<file path="src/rtl/uno_pkg.sv">
// Shared types and constants for the uno PE and its operation sequencer.
// MAC_BW can be overridden at build time with the MAC_BW macro.
`ifndef MAC_BW
`define MAC_BW 12
`endif

package uno_pkg;

  localparam int unsigned MAC_BW      = `MAC_BW;
  localparam int unsigned COEFF_TERMS = 4;

  typedef enum logic [1:0] {
    MAC = 2'b00,
    DIV = 2'b01,
    EXP = 2'b10,
    LOG = 2'b11
  } op_e;

  typedef enum logic [1:0] {
    IDLE,
    MAC_RUN,
    POLY_RUN,
    DRAIN
  } seq_state_e;

  typedef logic [MAC_BW-1:0] coeff_t;

  // Polynomial coefficients, index 0 is issued on the first schedule cycle
  localparam coeff_t COEFF_DIV [COEFF_TERMS] = '{
    coeff_t'(12'h800), coeff_t'(12'hC00), coeff_t'(12'h600), coeff_t'(12'h300)
  };
  localparam coeff_t COEFF_EXP [COEFF_TERMS] = '{
    coeff_t'(12'h100), coeff_t'(12'h100), coeff_t'(12'h080), coeff_t'(12'h02B)
  };
  localparam coeff_t COEFF_LOG [COEFF_TERMS] = '{
    coeff_t'(12'h000), coeff_t'(12'h100), coeff_t'(12'hF80), coeff_t'(12'h055)
  };

endpackage

</file>
<file path="src/rtl/uno_coeff_rom.sv">
// Combinational coefficient lookup for the polynomial schedules.
// Returns zero for MAC and for steps beyond the stored tables.
module uno_coeff_rom
  import uno_pkg::*;
#(
  parameter int unsigned MAC_BW = uno_pkg::MAC_BW,
  parameter int unsigned TERMS  = 4,
  localparam int unsigned KW    = (TERMS > 1) ? $clog2(TERMS) : 1
) (
  input  logic [1:0]        op,
  input  logic [KW-1:0]     k,
  output logic [MAC_BW-1:0] coeff_c
);

  always_comb begin
    coeff_c = '0;
    if (32'(k) < COEFF_TERMS) begin
      case (op_e'(op))
        DIV:     coeff_c = MAC_BW'(COEFF_DIV[k]);
        EXP:     coeff_c = MAC_BW'(COEFF_EXP[k]);
        LOG:     coeff_c = MAC_BW'(COEFF_LOG[k]);
        default: coeff_c = '0;
      endcase
    end
  end

endmodule

</file>
<file path="src/rtl/uno_seq.sv">
// Operation sequencer driving the uno MAC/nonlinear PE: MAC bursts and
// fixed-length polynomial schedules. UNO_SEQ_STATS_EN adds activity counters.
module uno_seq
  import uno_pkg::*;
#(
  parameter int unsigned MAC_BW = uno_pkg::MAC_BW,
  parameter int unsigned TERMS  = 4
) (
  input  logic                  clk,
  input  logic                  rst,
  input  logic                  req_valid,
  output logic                  req_ready,
  input  logic [1:0]            req_op,
  input  logic [MAC_BW-1:0]     req_x,
  input  logic [MAC_BW-1:0]     req_y,
  input  logic [2*MAC_BW-1:0]   req_z,
  input  logic                  req_last,
  output logic [1:0]            op,
  output logic [MAC_BW-1:0]     X,
  output logic [MAC_BW-1:0]     Y,
  output logic [2*MAC_BW-1:0]   Z,
  output logic [MAC_BW-1:0]     coeff,
  output logic                  first_cycle,
  output logic                  last_cycle,
  output logic                  acc_en,
  output logic                  res_valid
`ifdef UNO_SEQ_STATS_EN
  ,
  output logic [15:0]           stat_ops,
  output logic [31:0]           stat_busy
`endif
);

  localparam int unsigned KW     = (TERMS > 1) ? $clog2(TERMS) : 1;
  localparam logic [KW-1:0] K_LAST = KW'(TERMS - 1);

  seq_state_e state_q, state_d;
  logic [KW-1:0]       k_q, k_d;
  logic                last_q, last_d;
  logic                ready_q, ready_d;
  logic [1:0]          op_q, op_d;
  logic [MAC_BW-1:0]   x_q, x_d, y_q, y_d, coeff_q, coeff_d;
  logic [2*MAC_BW-1:0] z_q, z_d;
  logic                first_q, first_d, lastc_q, lastc_d;
  logic                acc_q, acc_d, resv_q, resv_d;
  logic                hs_c;
  logic [1:0]          rom_op_c;
  logic [KW-1:0]       rom_k_c;
  logic [MAC_BW-1:0]   rom_coeff_c;

  assign hs_c = req_valid & ready_q;

  // Coefficient for the step being issued next cycle
  assign rom_op_c = (state_q == IDLE) ? req_op : op_q;
  assign rom_k_c  = (state_q == IDLE) ? '0 : k_q + KW'(1);

  uno_coeff_rom #(
    .MAC_BW (MAC_BW),
    .TERMS  (TERMS)
  ) u_rom (
    .op      (rom_op_c),
    .k       (rom_k_c),
    .coeff_c (rom_coeff_c)
  );

  // state_q always names the activity shown on the registered outputs
  always_ff @(posedge clk or posedge rst) begin
    if (rst) begin
      state_q <= IDLE;
      k_q     <= '0;
      last_q  <= 1'b0;
      ready_q <= 1'b0;
      op_q    <= '0;
      x_q     <= '0;
      y_q     <= '0;
      z_q     <= '0;
      coeff_q <= '0;
      first_q <= 1'b0;
      lastc_q <= 1'b0;
      acc_q   <= 1'b0;
      resv_q  <= 1'b0;
    end else begin
      state_q <= state_d;
      k_q     <= k_d;
      last_q  <= last_d;
      ready_q <= ready_d;
      op_q    <= op_d;
      x_q     <= x_d;
      y_q     <= y_d;
      z_q     <= z_d;
      coeff_q <= coeff_d;
      first_q <= first_d;
      lastc_q <= lastc_d;
      acc_q   <= acc_d;
      resv_q  <= resv_d;
    end
  end

  always_comb begin
    state_d = state_q;
    k_d     = k_q;
    last_d  = last_q;
    ready_d = 1'b0;
    op_d    = op_q;
    x_d     = '0;
    y_d     = '0;
    z_d     = '0;
    coeff_d = '0;
    first_d = 1'b0;
    lastc_d = 1'b0;
    acc_d   = 1'b0;
    resv_d  = 1'b0;
    case (state_q)
      IDLE: begin
        ready_d = 1'b1;
        if (hs_c) begin
          op_d = req_op;
          x_d  = req_x;
          y_d  = req_y;
          if (op_e'(req_op) == MAC) begin
            state_d = MAC_RUN;
            last_d  = req_last;
            z_d     = req_z;
            ready_d = ~req_last;
          end else begin
            state_d = POLY_RUN;
            k_d     = '0;
            coeff_d = rom_coeff_c;
            first_d = 1'b1;
            ready_d = 1'b0;
          end
        end
      end
      MAC_RUN: begin
        if (last_q) begin
          state_d = DRAIN;
          last_d  = 1'b0;
          resv_d  = 1'b1;
        end else begin
          // Without a beat the operands go to zero, holding the accumulator
          acc_d   = 1'b1;
          ready_d = 1'b1;
          if (hs_c) begin
            x_d     = req_x;
            y_d     = req_y;
            last_d  = req_last;
            ready_d = ~req_last;
          end
        end
      end
      POLY_RUN: begin
        if (k_q == K_LAST) begin
          state_d = DRAIN;
          resv_d  = 1'b1;
        end else begin
          k_d     = k_q + KW'(1);
          x_d     = x_q;
          y_d     = y_q;
          coeff_d = rom_coeff_c;
          lastc_d = (k_d == K_LAST);
        end
      end
      DRAIN: begin
        state_d = IDLE;
        ready_d = 1'b1;
      end
      default: state_d = IDLE;
    endcase
  end

  assign req_ready   = ready_q;
  assign op          = op_q;
  assign X           = x_q;
  assign Y           = y_q;
  assign Z           = z_q;
  assign coeff       = coeff_q;
  assign first_cycle = first_q;
  assign last_cycle  = lastc_q;
  assign acc_en      = acc_q;
  assign res_valid   = resv_q;

`ifdef UNO_SEQ_STATS_EN
  logic [15:0] ops_q;
  logic [31:0] busy_q;

  // Completed-operation count saturates; busy-cycle count wraps
  always_ff @(posedge clk or posedge rst) begin
    if (rst) begin
      ops_q  <= '0;
      busy_q <= '0;
    end else begin
      if (resv_q && (ops_q != 16'hFFFF)) ops_q <= ops_q + 16'd1;
      if (state_q != IDLE) busy_q <= busy_q + 32'd1;
    end
  end

  assign stat_ops  = ops_q;
  assign stat_busy = busy_q;
`else
  // Statistics counters are not built in this configuration
`endif

endmodule
</file>
<file path="config.mk">
export PLATFORM = sky130hd
export DESIGN_NAME = uno_seq
export DESIGN_NICKNAME = d
export VERILOG_FILES = /design/src/rtl/uno_pkg.sv /design/src/rtl/uno_coeff_rom.sv /design/src/rtl/uno_seq.sv
export SDC_FILE = /design/constraint.sdc
export NUM_CORES = 1
export LEC_CHECK = 0
export ABC_AREA = 1
export CAP_MARGIN = 20
export CELL_PAD_IN_SITES_DETAIL_PLACEMENT = 1
export CELL_PAD_IN_SITES_GLOBAL_PLACEMENT = 1
export CORE_MARGIN = 5
export CORE_UTILIZATION = 33
export CTS_CLUSTER_DIAMETER = 120
export CTS_CLUSTER_SIZE = 14
export DETAILED_ROUTE_END_ITERATION = 10
export MAX_ROUTING_LAYER = met4
export PLACE_DENSITY_LB_ADDON = 0.1
export RECOVER_POWER = 25
export SLEW_MARGIN = 20
export SYNTH_ARGS = -nofsm -noshare
export SYNTH_HDL_FRONTEND = slang
export SYNTH_SLANG_ARGS = --single-unit
</file>
<file path="constraint.sdc">
create_clock -name clk -period 4.1 [get_ports clk]
set_clock_uncertainty 0.05 [all_clocks]
set_input_delay 0.41 -clock clk [delete_from_list [all_inputs] [get_ports clk]]
set_output_delay 0.41 -clock clk [all_outputs]
set_load 0.01 [all_outputs]
</file>
==> summary.md, run 1 <==
| Metric | Value |
|---|---|
| Power density cells | 523 mW/mm^2 |
| Max incr delay on CP | ~0.95 ns |
| Synthesized instance count | 319 |
| DRC | 0 |
| Status | complete, no violations |
| Crit-path max FO | 41 |
| Final worst-path cycle share | between 60 and 70% |
| RSZ-0062 raised after global routing | false |
| Std-Cell Rows | 34 |
| Die Ht | 104 um |
| Starting DRT DRC Count | 64 |
| Final wirelength | 8570 um |
| Vias per cell | 4.62 |
| Share of the yosys chip area belonging to registers | 58.2% |
| CP startpoint kind | input pin |
| Peak VDD IR | 191 uV |
| PostCTS Resize Cnt | 0 |
| CP Capture Type | asynchronous set/reset pin |
| Power Total | 0.00228 W |
| Final Hold Viols | 0 |
| IO buf count | 120 |
| Antenna viol nets, final | 0 |
| CTS root buffer | clkbuf_8 |
| Worst-Skew Late Latency | between 0.3 and 0.4 ns |
| Yosys reg bits | 68 |
| Pin count of the biggest net entering global routing | 42 |
| Max-slew violations | 0 |
| Initial Util | 33.7% |
| Clk buf depth | 2 |
| Achievable Freq | roughly 400 MHz |
| Antenna violations before repair | 0 |
| Layout cells sized above 1 | 9.55% |
| HPWL after DPL | between 6000 and 7000 um |
| Setup CP Type | in -> async |
| CTS buffer count | 9 |
| Layout area overhead | 48.9% |
| Distinct cells, synth | 18 |
| Flop-to-flop setup slack | ~1.9 ns |
| Die width | 104 um |
| Clock H-tree levels | 3 |
| Post-Syn Area | 0.00292 sq mm |
| WP buf/inv | 3 |
| Max-Cap Viols | 0 |
| Most common cell after layout, fill and taps aside | clkdlybuf4s50_1 |
| Warnings from Yosys | 0 |
| Crit path max-delay family | buffers and inverters |
| Drt first pass iters | 4 |
| Overall global routing resource usage | 16.6% |
| # IOs | 121 |
| Synth top area cells | dfrtp_1, nand2_1, o21ai_2, nor2_1, ha_1 |
| First-pass GRT wire length | 14200 um |
| Worst-path clk slew | 0.08 ns |
| Normalized max-slew margin | 24.9% |
| Final setup vio count | 0 |
| Core Util, Final | 50.1% |
| Number of global-route vias before repair | 2714 |
| Post-CTS Setup Inserts | 0 |
| Die footprint | 0.0108 sq mm |
| Worst path required time | 4.35 ns |
| Worst Setup Slack, final | 1.61 ns |
| Slew at the pin closest to its max-slew limit | 1.13 ns |
| Crit path DAT | around 2.7 ns |
| Gr ovfl total | 0 |
| Slowest cell on the critical path | clkbuf_2 |
| CTS tree | done |
| Gpl congestion | 0.754 |
| Wire length per cell | 15.6 um |
| Top cell type by total area after synthesis | dfrtp_1 |
| Post-CTS Hold Buffers | 0 |
| Syn Area/Cell | about 9 sq um |
| CP Cell Sequence | dlygate4sd3_1 -> inv_1 -> clkbuf_2 |
| Clk sinks | 68 |
| Syn Nets | 380 |
| Core area | 0.00868 sq mm |
| Final min period | about 2.5 ns |
| HP Class | reg -> reg |
| Setup WS pre-CTS | 1.86 ns |
| Diodes inserted | 0 |
| Most frequent cells in the layout | clkdlybuf4s50_1, nand2_1, dfrtp_1 |
| Final net count | 497 |
| LEAKAGE | 2.01 nW |
| Vias | 2533 |
| Setup TNS | 0 ns |
| Synth top area share | 58.2% |
[cells by family (layout without fill, tap and decap cells)]
group / after synthesis / in the layout / synth area share [%]
simple gates: 165 / 165 / 22.3
compound gates: 41 / 41 / 9.94
flops: 68 / 68 / 58.2
buf+inv: 38 / 159 / 6.55
fa+ha+maj: 7 / 7 / 3.00
[flip-flops by register name, summed over array words and instances, names as in the netlist, 2 cells and up]
| signal | flops |
|---|---|
| k_q | 2 |
| X | 12 |
| Y | 12 |
| state_q | 2 |
| op | 2 |
| Z | 24 |
| coeff | 8 |
[final timing paths]
kind                                    to  cells past startpoint  startpoint
max in group clk                state_q[1]                      7  state_q[0]
worst min register to register       Y[10]                      2       Y[10]
worst max register to register  state_q[1]                      7  state_q[0]
min in group asynchronous            Z[23]                      2         rst
worst min-delay path                 Y[10]                      2       Y[10]
worst max-delay path             coeff[11]                      3         rst
[area by class of cell]
type	instances	area (sq um)
clock buffers	9	124
multi-input cells	213	1030
fillers	1019	4330
clock inverters	6	66.3
repair buffers	122	1210
flip-flops and latches	68	1700
well taps	108	135
inverters	22	82.6
[worst register-to-register path, stage by stage (launching register included)]
cell	delay [ns]
dfrtp_1	0.41
inv_1	0.12
ha_1	0.34
nand2_2	0.37
inv_2	0.47
nor2_1	0.16
nand2_1	0.09
o21ai_0	0.07
[layer usage]
metal	GRT usage [%]	part of all wire (%)
met5	-	0
met4	4.26	0.97
met3	5.21	5.5
met2	26.6	50
met1	20.3	44
[where the power goes]
group / internal (W) / switching, W / total, W
Clock: 0.000277 / 0.000259 / 0.000536
Sequential: 0.000766 / 0.0000633 / 0.000829
Combinational: 0.000341 / 0.000569 / 0.000910
[synth_stat cells]
cell type and number:
buf_4 4, nand3_1 7, inv_1 20, ha_1 7
nand4_1 4, inv_2 2, o211ai_1 1, buf_6 3
buf_2 9, nand2_2 4, a21oi_1 5, o21ai_2 20
nand2_1 112, o21ai_0 14, o211ai_2 1, dfrtp_1 68
or2_1 1, nor2_1 37
[through the flow]
step	hold slack, ns	instance area, sq um	std cells
after floorplan	0.432	2920	319
after global placement	0.415	4160	533
after detailed placement	0.424	4160	533
after CTS	0.435	4350	548
after global routing	0.467	4350	548
final	0.438	4350	548
No activity file was read; power rests on OpenSTA's default activity.
==> run 2: changes to the inputs <==
Settings changed: CORE_UTILIZATION 33 to 31.
Clock period 4.1 ns to 2.4 ns, I/O delays scaled along.
==> summary.md, run 2 (synthesis results as in run 1) <==
| Metric | Value |
|---|---|
| Hold WS | 0.368 ns (was 0.438 ns) |
| CTS tree | done (unchanged) |
| Die Ht | 107 um (was 104 um) |
| Slowest cell on the critical path | ha_1 (was clkbuf_2) |
| HPWL after DPL | 6170 um (was 6360 um) |
| Final min period | roughly 1.9 ns |
| R2R depth | 7 (unchanged) |
| Worst-Skew Late Latency | 0.34 ns (about the same) |
| Most common cell after layout, fill and taps aside | clkdlybuf4s50_1 (unchanged) |
| CTS root buffer | clkbuf_8 (unchanged) |
| Worst-path clk slew | 0.08 ns (about the same) |
| Drt first pass iters | 4 (unchanged) |
| Final Hold Viols | 0 (unchanged) |
| LEAKAGE | 2.05 nW (was 2.01 nW) |
| Starting DRT DRC Count | 117 (was 64) |
| Clk buf depth | 2 (unchanged) |
| Wire length per cell | 15.2 um (was 15.6 um) |
| Worst reg2reg startpoint | state_q[0] (unchanged) |
| CP Cell Sequence | inv_1 -> ha_1 -> inv_1 -> nand2_1 -> o211ai_2 -> buf_4 -> o21ai_0 (was dlygate4sd3_1 -> inv_1 -> clkbuf_2) |
| CP startpoint kind | flip-flop (was input pin) |
| Vias | 2527 (was 2533) |
| Most frequent cells in the layout | clkdlybuf4s50_1, nand2_1, dfrtp_1 (unchanged) |
| Flop-to-flop setup slack | 0.50 ns (was 1.91 ns) |
| Final setup vio count | 0 (unchanged) |
| Antenna viol nets, final | 0 (unchanged) |
| Power density cells | 941 mW/mm^2 (was 523 mW/mm^2) |
| Die width | 107 um (was 104 um) |
| R2R Path End | X[8] (was state_q[1]) |
| Die footprint | 0.0115 sq mm (was 0.0108 sq mm) |
| Post-CTS Hold Buffers | 0 (unchanged) |
| Final wirelength | 8430 um (was 8570 um) |
| Max-slew violations | 69 (was 0) |
| Power Total | 0.00418 W (was 0.00228 W) |
| Crit path DAT | 2.11 ns (was 2.74 ns) |
| Post-CTS Setup Inserts | 0 (unchanged) |
| Max incr delay on CP | 0.42 ns (was 0.95 ns) |
| RSZ-0062 raised after global routing | false (unchanged) |
| Crit-path max FO | 24 (was 41) |
| Most Crowded Layer GR | met2 (unchanged) |
| Initial Util | 31.8% (was 33.7%) |
| Layout area overhead | 52.1% (was 48.9%) |
| Worst Setup Slack, final | 0.497 ns (was 1.61 ns) |
| Setup TNS | 0 ns (unchanged) |
| HP Class | in -> reg (was reg -> reg) |
| Peak VDD IR | 410 uV (was 191 uV) |
| Hold Startpoint | req_z[10] (was Y[10]) |
| IO buf count | 120 (unchanged) |
| Setup WS pre-CTS | 0.499 ns (was 1.86 ns) |
| Core area | 0.00920 sq mm (was 0.00868 sq mm) |
| Layout cells sized above 1 | 11.0% (was 9.55%) |
| Hold path cells | 3 (was 2) |
| Normalized max-slew margin | -2.62% (was 24.9%) |
| Overall global routing resource usage | 16.0% (was 16.6%) |
| Vias per cell | 4.54 (was 4.62) |
| Met3 Use GR | 3.79% (was 5.21%) |
| Max FFs per register | 24 (unchanged) |
| Gpl congestion | 0.755 (was 0.754) |
| Final worst-path cycle share | approximately four fifths |
| Pin count of the biggest net entering global routing | 69 (was 42) |
| Clock H-tree levels | 3 (unchanged) |
| First-pass GRT wire length | 13900 um (was 14200 um) |
| Worst path required time | 2.61 ns (was 4.35 ns) |
| Antenna violations before repair | 0 (unchanged) |
| Met1 Use GR | 20.7% (was 20.3%) |
| DRC | 0 (unchanged) |
| PostCTS Resize Cnt | 0 (unchanged) |
| # IOs | 121 (unchanged) |
| Most frequent CP cell | inv_1 |
| Clk sinks | 68 (unchanged) |
| Diodes inserted | 0 (unchanged) |
| Slew at the pin closest to its max-slew limit | 1.54 ns (was 1.13 ns) |
| Violated checks | max-capacitance violations, max-slew violations |
| Max-Cap Viols | 1 (was 0) |
| CTS buffer count | 9 (unchanged) |
| CP Capture Type | flip-flop (was asynchronous set/reset pin) |
| Hold Path End | Z[10] (was Y[10]) |
| Status | finished, violations left (was complete, no violations) |
| Core Util, Final | 48.3% (was 50.1%) |
| Gr ovfl total | 0 (unchanged) |
| Global routing usage on met2 | 24.3% (was 26.6%) |
| Setup CP Type | reg -> reg (was in -> async) |
| Std-Cell Rows | 35 (was 34) |
| Final net count | 501 (was 497) |
| Number of global-route vias before repair | 2668 (was 2714) |
| Achievable Freq | 526 MHz |
-- run 2: changes by cell type in the layout (fill, tap and decap cells not counted) --
cell | previous run | this run
dlygate4sd3_1 | 3 | 1
clkdlybuf4s50_1 | 117 | 119
nand2_2 | 3 | 4
inv_2 | 1 | 2
inv_1 | 21 | 19
buf_2 | 0 | 1
clkbuf_2 | 1 | 0
clkinv_1 | 0 | 1
clkbuf_8 | 9 | 10
buf_4 | 1 | 5
bufinv_16 | 1 | 3
clkinvlp_4 | 3 | 1
nand2_1 | 113 | 112
-- run 2: metrics by stage --
step           std cells  area [sq um]
2_1_floorplan        319          2920
3_3_place_gp         540          4210
3_5_place_dp         540          4210
4_1_cts              556          4460
5_1_grt              556          4440
6_report             556          4440
-- run 2: how the worst max path moves through the flow --
stage               start  cells past startpoint  slack, ns  endpoint
3_5_place_dp   state_q[0]                      7       0.50      X[8]
4_1_cts        state_q[0]                      7       0.48      X[8]
6_report       state_q[0]                      7       0.50      X[8]
2_1_floorplan         rst                      1       0.40      X[0]
3_3_place_gp   state_q[0]                      7       0.59      X[7]
5_1_grt               rst                      3       0.14     op[1]
-- run 2: per-layer routing --
layer,share of wire [%],vias up
li1,-,1231
met1,45,1214
met2,48,70
met3,5.2,12
met4,1.9,0
met5,0,-
-- run 2: layout make-up --
class,count,area (sq um)
fill,1089,4750
sequential,68,1700
timing repair buffer,126,1240
multi-input combinational,213,1030
tap,111,139
clock buffer,10,138
clock inverter,6,111
inverter,22,82.6
-- run 2: critical path, delay by kind of cell (launching register included) --
kind | cells | cell delay [ns]
AO/OA/AOI/OAI | 2 | 0.26
flip-flops | 1 | 0.40
AND/OR/NAND/NOR | 1 | 0.11
buffers and inverters | 3 | 0.56
adder cells (fa/ha/maj) | 1 | 0.42
-- run 2: report_power, final --
part / switching, W / total [W] / internal (W) / leakage, nW
registers: 0.000107 / 0.00142 / 0.00131 / 0.936
clock network: 0.000453 / 0.00117 / 0.000719 / 0.122
logic: 0.000981 / 0.00160 / 0.000615 / 0.995
==> run 3: changes to the inputs <==
Settings changed: CORE_UTILIZATION 31 to 28.
Clock period 2.4 ns to 1.5 ns, I/O delays scaled along.
==> summary.md, run 3 (synthesis results as in run 1) <==
| Metric | Value |
|---|---|
| R2R Path End | req_ready (was X[8]) |
| Crit-path max FO | 5 (was 24) |
| Final Hold Viols | 0 (unchanged) |
| Placed cell count | 583 (was 540) |
| Met3 WL | 381 um (was 440 um) |
| Layout cells sized above 1 | 20.0% (was 11.0%) |
| Die Ht | 112 um (was 107 um) |
| Clk buf depth | 2 (unchanged) |
| Antenna violations before repair | 0 (unchanged) |
| Core Util, Final | 48.1% (was 48.3%) |
| Met2 Wirelength | 4590 um (was 4020 um) |
| Achievable Freq | 659 MHz (was 526 MHz) |
| Final wirelength | 9160 um (was 8430 um) |
| Layout area overhead | 68.5% (was 52.1%) |
| Max-slew violations | 0 (was 69) |
| Setup CP Type | reg -> reg (unchanged) |
| Die width | 112 um (was 107 um) |
| Slew at the pin closest to its max-slew limit | 0.622 ns (was 1.54 ns) |
| Hold WS | 0.273 ns (was 0.368 ns) |
| Crit path DAT | 1.70 ns (was 2.11 ns) |
| Violated checks | negative setup slack (was max-capacitance violations, max-slew violations) |
| Final worst-path cycle share | 101% (was 79.3%) |
| Finished Layout Cells | 606 (was 556) |
| Power density cells | 1510 mW/mm^2 (was 941 mW/mm^2) |
| Worst-Skew Late Latency | 0.34 ns (about the same) |
| Hold path cells | 3 (unchanged) |
| Core area | 0.0102 sq mm (was 0.00920 sq mm) |
| Starting DRT DRC Count | 101 (was 117) |
| Most frequent cells in the layout | nand2_1, clkdlybuf4s50_1, dfrtp_1 (was clkdlybuf4s50_1, nand2_1, dfrtp_1) |
| Worst-path clk slew | 0.09 ns (was 0.08 ns) |
| Diodes inserted | 0 (unchanged) |
| RSZ-0062 raised after global routing | true (was false) |
| Setup TNS | -0.0307 ns (was 0 ns) |
| Worst path required time | 1.68 ns (was 2.61 ns) |
| DRC | 0 (unchanged) |
| Gpl congestion | 0.801 (was 0.755) |
| Initial Util | 28.6% (was 31.8%) |
| Antenna viol nets, final | 0 (unchanged) |
| Clock H-tree levels | 3 (unchanged) |
| Overall global routing resource usage | 14.7% (was 16.0%) |
| Top Layer Used | met4 (unchanged) |
| Max FFs per register | 24 (unchanged) |
| Status | finished, violations left (unchanged) |
| Vias per cell | 4.32 (was 4.54) |
| Final net count | 526 (was 501) |
| Setup WS pre-CTS | -0.0996 ns (was 0.499 ns) |
| Hold Startpoint | req_z[12] (was req_z[10]) |
| # IOs | 121 (unchanged) |
| CTS tree | done (unchanged) |
| Worst Setup Slack, final | -0.0172 ns (was 0.497 ns) |
| Vias | 2618 (was 2527) |
| Met1 wire length | 4090 um (was 3810 um) |
| Pin count of the biggest net entering global routing | 45 (was 69) |
| Drt first pass iters | 6 (was 4) |
| Gr ovfl total | 0 (unchanged) |
| Flop-to-flop setup slack | -0.02 ns (was 0.50 ns) |
| Post-CTS Hold Buffers | 0 (unchanged) |
| Final setup vio count | 8 (was 0) |
| Wire length per cell | 15.1 um (was 15.2 um) |
| Final min period | 1.52 ns (was 1.90 ns) |
| R2R depth | 8 (was 7) |
| CP startpoint kind | flip-flop (unchanged) |
| Clk sinks | 68 (unchanged) |
| HPWL after DPL | 6470 um (was 6170 um) |
| Hold Path End | Z[12] (was Z[10]) |
| Die footprint | 0.0126 sq mm (was 0.0115 sq mm) |
| CTS buffer count | 9 (unchanged) |
| Worst reg2reg startpoint | state_q[0] (unchanged) |
| Most common cell after layout, fill and taps aside | nand2_1 (was clkdlybuf4s50_1) |
| CTS root buffer | clkbuf_8 (unchanged) |
| Max-Cap Viols | 0 (was 1) |
| First-pass GRT wire length | 14600 um (was 13900 um) |
| Number of global-route vias before repair | 2836 (was 2668) |
| Std-Cell Rows | 37 (was 35) |
| LEAKAGE | 2.39 nW (was 2.05 nW) |
| HP Class | in -> reg (unchanged) |
| Normalized max-slew margin | 58.5% (was -2.62%) |
| IO buf count | 120 (unchanged) |
| Peak VDD IR | 635 uV (was 410 uV) |
| CP Capture Type | flip-flop (unchanged) |
-- run 3: changes by cell type in the layout (fill, tap and decap cells not counted), sizes merged --
cell | before | now
clkdlybuf4s50 | 119 | 108
dlymetal6s2s | 0 | 9
bufinv | 3 | 1
buf | 6 | 27
clkinvlp | 1 | 3
dlygate4sd2 | 0 | 2
clkbuf | 10 | 14
-- run 3: how the worst max path moves through the flow --
| stage | from | end | slack, ns | cells after the start |
|---|---|---|---|---|
| 3_5_place_dp | state_q[1] | state_q[0] | -0.1 | 7 |
| 2_1_floorplan | state_q[0] | coeff[8] | 0.10 | 10 |
| 4_1_cts | coeff[6] | coeff[2] | 0.004 | 1 |
| 3_3_place_gp | req_valid | coeff[9] | -0.06 | 7 |
| 5_1_grt | state_q[0] | coeff[9] | -0.09 | 7 |
| 6_report | state_q[0] | req_ready | -0.02 | 8 |
-- run 3: power breakdown --
part | internal [W] | total [W] | switching [W]
clock | 0.000810 | 0.00154 | 0.000730
combinational | 0.00168 | 0.00363 | 0.00196
sequential | 0.00210 | 0.00227 | 0.000172
-- run 3: cell type report --
type	count	area, sq um
multi-input combinational	213	1160
tap	136	170
clock inverter	6	63.8
inverter	22	93.8
fill	1186	5310
timing repair buffer	151	1590
clock buffer	10	138
sequential	68	1700
-- run 3: critical path, stage by stage, from the launching register on --
cell and delay (ns):
dfrtp_1 0.40, inv_4 0.08, ha_4 0.19, buf_8 0.13
buf_4 0.14, nand2_2 0.12, nand3_1 0.10, a21oi_1 0.14
nor2_1 0.05
-- run 3: routing by layer --
| metal | global-route usage, % | vias up |
|---|---|---|
| met4 | 4.33 | 0 |
| met3 | 3.29 | 7 |
| li1 | - | 1286 |
| met1 | 18.9 | 1257 |
| met5 | - | - |
| met2 | 23.4 | 68 |
-- run 3: metrics by stage --
stage | area [sq um] | power (W)
floorplan | 2930 | 0.00389
global placement | 4420 | 0.00522
detailed placement | 4420 | 0.00529
CTS | 4710 | 0.00706
global route | 4920 | 0.00800
finish | 4920 | 0.00744
-- run 3: repair_timing --
| action | in CTS | in global routing |
|---|---|---|
| setup endpoints to repair | 47 | 55 |
| setup buffers | 0 | 3 |
| gates cloned | 1 | 3 |
| pin swaps | 1 | 9 |
| resized for setup | 20 | 33 |
| hold endpoints to repair | 0 | 0 |
==> patch 1: new RTL, flow settings as in run 2 <==
`x_q`, `y_q` and `z_q` no longer have a reset.
--- a/src/rtl/uno_seq.sv
+++ b/src/rtl/uno_seq.sv
@@ -71,9 +71,6 @@
       last_q  <= 1'b0;
       ready_q <= 1'b0;
       op_q    <= '0;
-      x_q     <= '0;
-      y_q     <= '0;
-      z_q     <= '0;
       coeff_q <= '0;
       first_q <= 1'b0;
       lastc_q <= 1'b0;
@@ -85,15 +82,18 @@
       last_q  <= last_d;
       ready_q <= ready_d;
       op_q    <= op_d;
-      x_q     <= x_d;
-      y_q     <= y_d;
-      z_q     <= z_d;
       coeff_q <= coeff_d;
       first_q <= first_d;
       lastc_q <= lastc_d;
       acc_q   <= acc_d;
       resv_q  <= resv_d;
     end
+  end
+
+  always_ff @(posedge clk) begin
+    x_q <= x_d;
+    y_q <= y_d;
+    z_q <= z_d;
   end
 
   always_comb begin
Function: differs if rst is asserted again (counterexample within 4 cycles, from zero or initial values and one cycle with rst high); with rst held inactive, the same outputs for 10 cycles.
==> patch 1 against run 2 <==
Final cell count fell by 7.0%; largest cell class unchanged; wire length decreased by 9.3%; critical endpoint is now Y[8]; final area shrank 4.1%; sequential power up 18%; synthesized area shrank 4.4%; sequential cell count stayed put; count of clock-buffer cells in the layout increased by 1; setup slack got worse by 0.21 ns; total power up 8.2%.
==> patch 1: results (changes against run 2) <==
metric	value	unit	change
status	finished clean		
largest net degree at the start of global routing	25		-64%
XOR/XNOR share of the synthesized area	0		unchanged
share of cells above drive strength 1	0.0856		-0.0245
post-synthesis cell type count	25		+7
VDD IR-drop max	0.432	mV	+5.5%
Hold WS	0.370	ns	+0.00221 ns
Synth Warn #	0		unchanged
most common library cells after synthesis	inv_1, nand2_1, nor2_1		
Setup WS post-layout	0.286	ns	-0.212 ns
vias in the first global route	2292		-14%
mux contribution to synthesized area	0		unchanged
# nets final	465		-7.2%
Clk power	0.913	mW	-22%
GR Util All Layers	0.146		-0.0141
Avg Vias per Cell	4.35		-4.2%
max cap viols	0		-1
pre-CTS setup slack	0.280	ns	-0.220 ns
Int Pwr	2.85	mW	+7.8%
HPWL after DPL	5.91	mm	-4.2%
CTS H-tree lvls	3		unchanged
Post-CTS Setup Inserts	0		unchanged
relative slew slack	0.239		+0.265
post-synthesis async set-or-reset flop share	0.294		-0.706
RD Place Congestion	0.802		+6.2%
Adder-Cell Fraction of Synth Area	0.0313		+0.00137
Lkg Pwr	1.90	nW	-7.3%
combinational power share	0.429		+0.048
largest cells by area after synthesis	edfxtp_1, dfrtp_1, dfxtp_1, nor3b_1, inv_1		
CTS clock-pin slew for the worst setup and hold paths	0.08	ns	about the same
crit path max fanout	24		unchanged
TritonCTS buffer count	9		unchanged
post-synthesis compound-gate area fraction	0.0336		-0.0658
I/O Buffers	120		unchanged
number of synthesized flops with an enable pin	24		+24
DRT Pass-1 Iters	4		unchanged
Post-Route WL	7.64	mm	-9.3%
initial DRC count	30		-74%
fillers	1018		-6.5%
Synth Flop Type	edfxtp_1		
first-pass GRT wire length	12.3	mm	-11%
PostCTS Resize Cnt	0		unchanged
Synth Net Count	340		-11%
ANT cells	0		unchanged
Seq/Total Area, Yosys	0.609		+0.0266
Largest register FFs	24		unchanged
CP arrival	2.10	ns	
-- patch 1: area by class of cell --
cell class | count | area share
well taps | 108 | 0.0317
multi-input cells | 153 | 0.193
inverters | 47 | 0.0414
clock inverters | 5 | 0.00734
repair buffers | 125 | 0.289
flip-flops and latches | 68 | 0.399
clock buffers | 11 | 0.0382
-- patch 1: final timing paths --
path | startpoint | to | depth (start not counted)
setup / recovery | state_q[1] | Y[8] | 6
hold / removal | req_z[12] | Z[12] | 3
setup reg to reg | state_q[1] | Y[8] | 6
hold reg to reg | k_q[1] | k_q[1] | 2
max in group asynchronous | rst | req_ready | 3
min in group asynchronous | rst | coeff[8] | 3
-- patch 1: worst max-delay path, cell delays in order, from the launching register on --
cell,delay [ns]
dfrtp_1,0.37
inv_1,0.10
ha_1,0.24
nand2_1,0.12
inv_1,0.07
o21ai_2,0.74
nor3b_1,0.12
-- patch 1: logic make-up (layout without fill, tap and decap cells) --
family / after synthesis / in the layout
AOI/OAI and AO/OA: 16 / 16
and+or+nand+nor: 130 / 130
DFF: 68 / 68
buffers and inverters: 58 / 188
adders and majority gates: 7 / 7
-- patch 1: routing by layer --
layer | share of wire | up-vias | GRT usage
met5 | 0 | - | -
met4 | 0.016 | 0 | 0.0658
met3 | 0.060 | 10 | 0.0376
met2 | 0.48 | 75 | 0.228
met1 | 0.44 | 1048 | 0.177
li1 | - | 1117 | -
-- patch 1: stage by stage --
| stage | std cells | area (µm²) | util | total power [mW] |
|---|---|---|---|---|
| after floorplan | 279 | 2790 | - | 2.79 |
| after global placement | 501 | 4070 | 0.465 | 3.67 |
| after detailed placement | 501 | 4070 | 0.465 | 3.71 |
| after CTS | 517 | 4270 | 0.487 | 4.65 |
| after global routing | 517 | 4260 | 0.486 | 4.88 |
| final | 517 | 4260 | 0.486 | 4.53 |
==> patch 2: new RTL, settings of run 2 <==
Made on the original files. Add a define of `UNO_SEQ_STATS_EN`.
--- a/src/rtl/uno_seq.sv
+++ b/src/rtl/uno_seq.sv
@@ -1,5 +1,7 @@
 // Operation sequencer driving the uno MAC/nonlinear PE: MAC bursts and
 // fixed-length polynomial schedules. UNO_SEQ_STATS_EN adds activity counters.
+`define UNO_SEQ_STATS_EN
+
 module uno_seq
   import uno_pkg::*;
 #(
Formal check against the unedited RTL (old outputs only; new: stat_busy and stat_ops): equivalent (Yosys induction, for registers that start in step).
==> patch 2 against run 2 <==
The flow still finishes with violations (capacitance limit, slew limit); combinational power is 32% higher; synthesized area is 89% higher; sequential cell count is 48 higher; maximum frequency is 7.3% lower; total power is 71% higher; final area grew 81%; final cell count is 94% higher; setup slack worse by 0.15 ns; wire length rose by 100%; worst hold slack got worse by 0.059 ns; via count rose by 99%; core utilization decreased by 2.1 points; non-clock buffer count grew 51; critical path depth is 1 higher; critical path type unchanged; critical endpoint is now state_q[1]; largest power group is now clock.
==> patch 2: results (changes against run 2) <==
metric	value	unit	change
status	complete, but fails checks		
violated checks	capacitance limit, slew limit		
CTS H-tree lvls	4		+1
count of multi-input gates	467		+120%
Clk pwr share	0.360		+0.080
CP arrival	2.29	ns	+0.18 ns
Synth Cell Area	5510	µm²	+89%
max-slew violations	57		-17%
Post-Syn Area per Cell	8.29	µm²	-9.5%
first-pass GRT wire length	28.2	mm	+100%
r2r setup slk	0.35	ns	-0.15 ns
crit path max fanout	25		+4.2%
largest cells by area after synthesis	dfrtp_1, nand2_1, nor2_1, inv_1, o21ai_0		
Synth Net Count	729		+92%
fraction of area in multi-input gates	0.282		+0.0510
Adder-Cell Fraction of Synth Area	0.0227		-0.00729
Post-Route WL	17.1	mm	+100%
clock tree buffer depth	2		unchanged
relative slew slack	-0.00309		+0.0231
combinational power share	0.297		-0.084
largest net degree at the start of global routing	58		-16%
GR Util All Layers	0.178		+0.0181
Non-clk bufs	177		+40%
most common library cells after synthesis	nand2_1, dfrtp_1, nor2_1, inv_1, o21ai_0		
Worst Reg-to-Reg Cells	8		+1
Largest register FFs	32		+33%
I/O Buffers	168		+40%
pre-CTS setup slack	0.320	ns	-0.180 ns
Int Pwr	4.63	mW	+75%
CTS clock-pin slew for the worst setup and hold paths	0.06	ns	-0.02 ns
max cap viols	1		unchanged
fillers	2029		+86%
clk_lat worst skew	0.41	ns	+0.07 ns
HPWL after DPL	13.0	mm	+110%
placed cells	1048		+94%
final std cells w/o fill	1080		+94%
area occupied by multi-input gates	2270	µm²	+120%
XOR/XNOR share of the synthesized area	0.0397		+0.0397
vias in the first global route	5622		+110%
Synth Register Bits	116		+71%
Post-CTS Setup Inserts	0		unchanged
CP startpoint	state_q[0]		
share of cells above drive strength 1	0.0760		-0.0341
VDD IR-drop max	0.511	mV	+25%
Lkg Pwr	3.62	nW	+76%
Signal buf overhead	0.217		-0.0629
Seq/Total Area, Yosys	0.526		-0.0560
ClkCell Share	0.0742		+0.0182
placed instance area	7450	µm²	+77%
post-synthesis cell type count	34		+16
end of the worst register-to-register path	state_q[1]		
comb pwr	2.12	mW	+32%
initial DRC count	230		+97%
Avg Vias per Cell	4.66		+2.6%
[patch 2: worst max-delay path, cell delays in order (launching register included)]
cell and delay, ns:
dfrtp_1 0.41, inv_1 0.14, ha_1 0.30, inv_1 0.09, or2_1 0.26, inv_2 0.35
nor2_1 0.15, nand2_1 0.09, o21ai_0 0.09
[patch 2: routing by layer]
metal / track usage / share of wire / vias to the layer above
met5: - / 0 / -
met4: 0.0451 / 0.011 / 0
met3: 0.0696 / 0.077 / 14
met2: 0.291 / 0.49 / 128
met1: 0.207 / 0.42 / 2451
li1: - / - / 2442
[patch 2: kinds of logic after synthesis]
family	after synthesis
compound gates	63
xor+xnor	25
fa+ha+maj	10
buf+inv	82
flops	116
simple gates	369
[patch 2: worst min path at each step]
stage | startpoint | end | slack [ns]
floorplan | req_z[0] | Z[0] | 0.31
global placement | X[5] | X[5] | 0.42
detailed placement | Y[1] | Y[1] | 0.43
CTS | rst | coeff[7] | 0.25
global route | req_z[16] | Z[16] | 0.28
finish | req_z[5] | Z[5] | 0.31
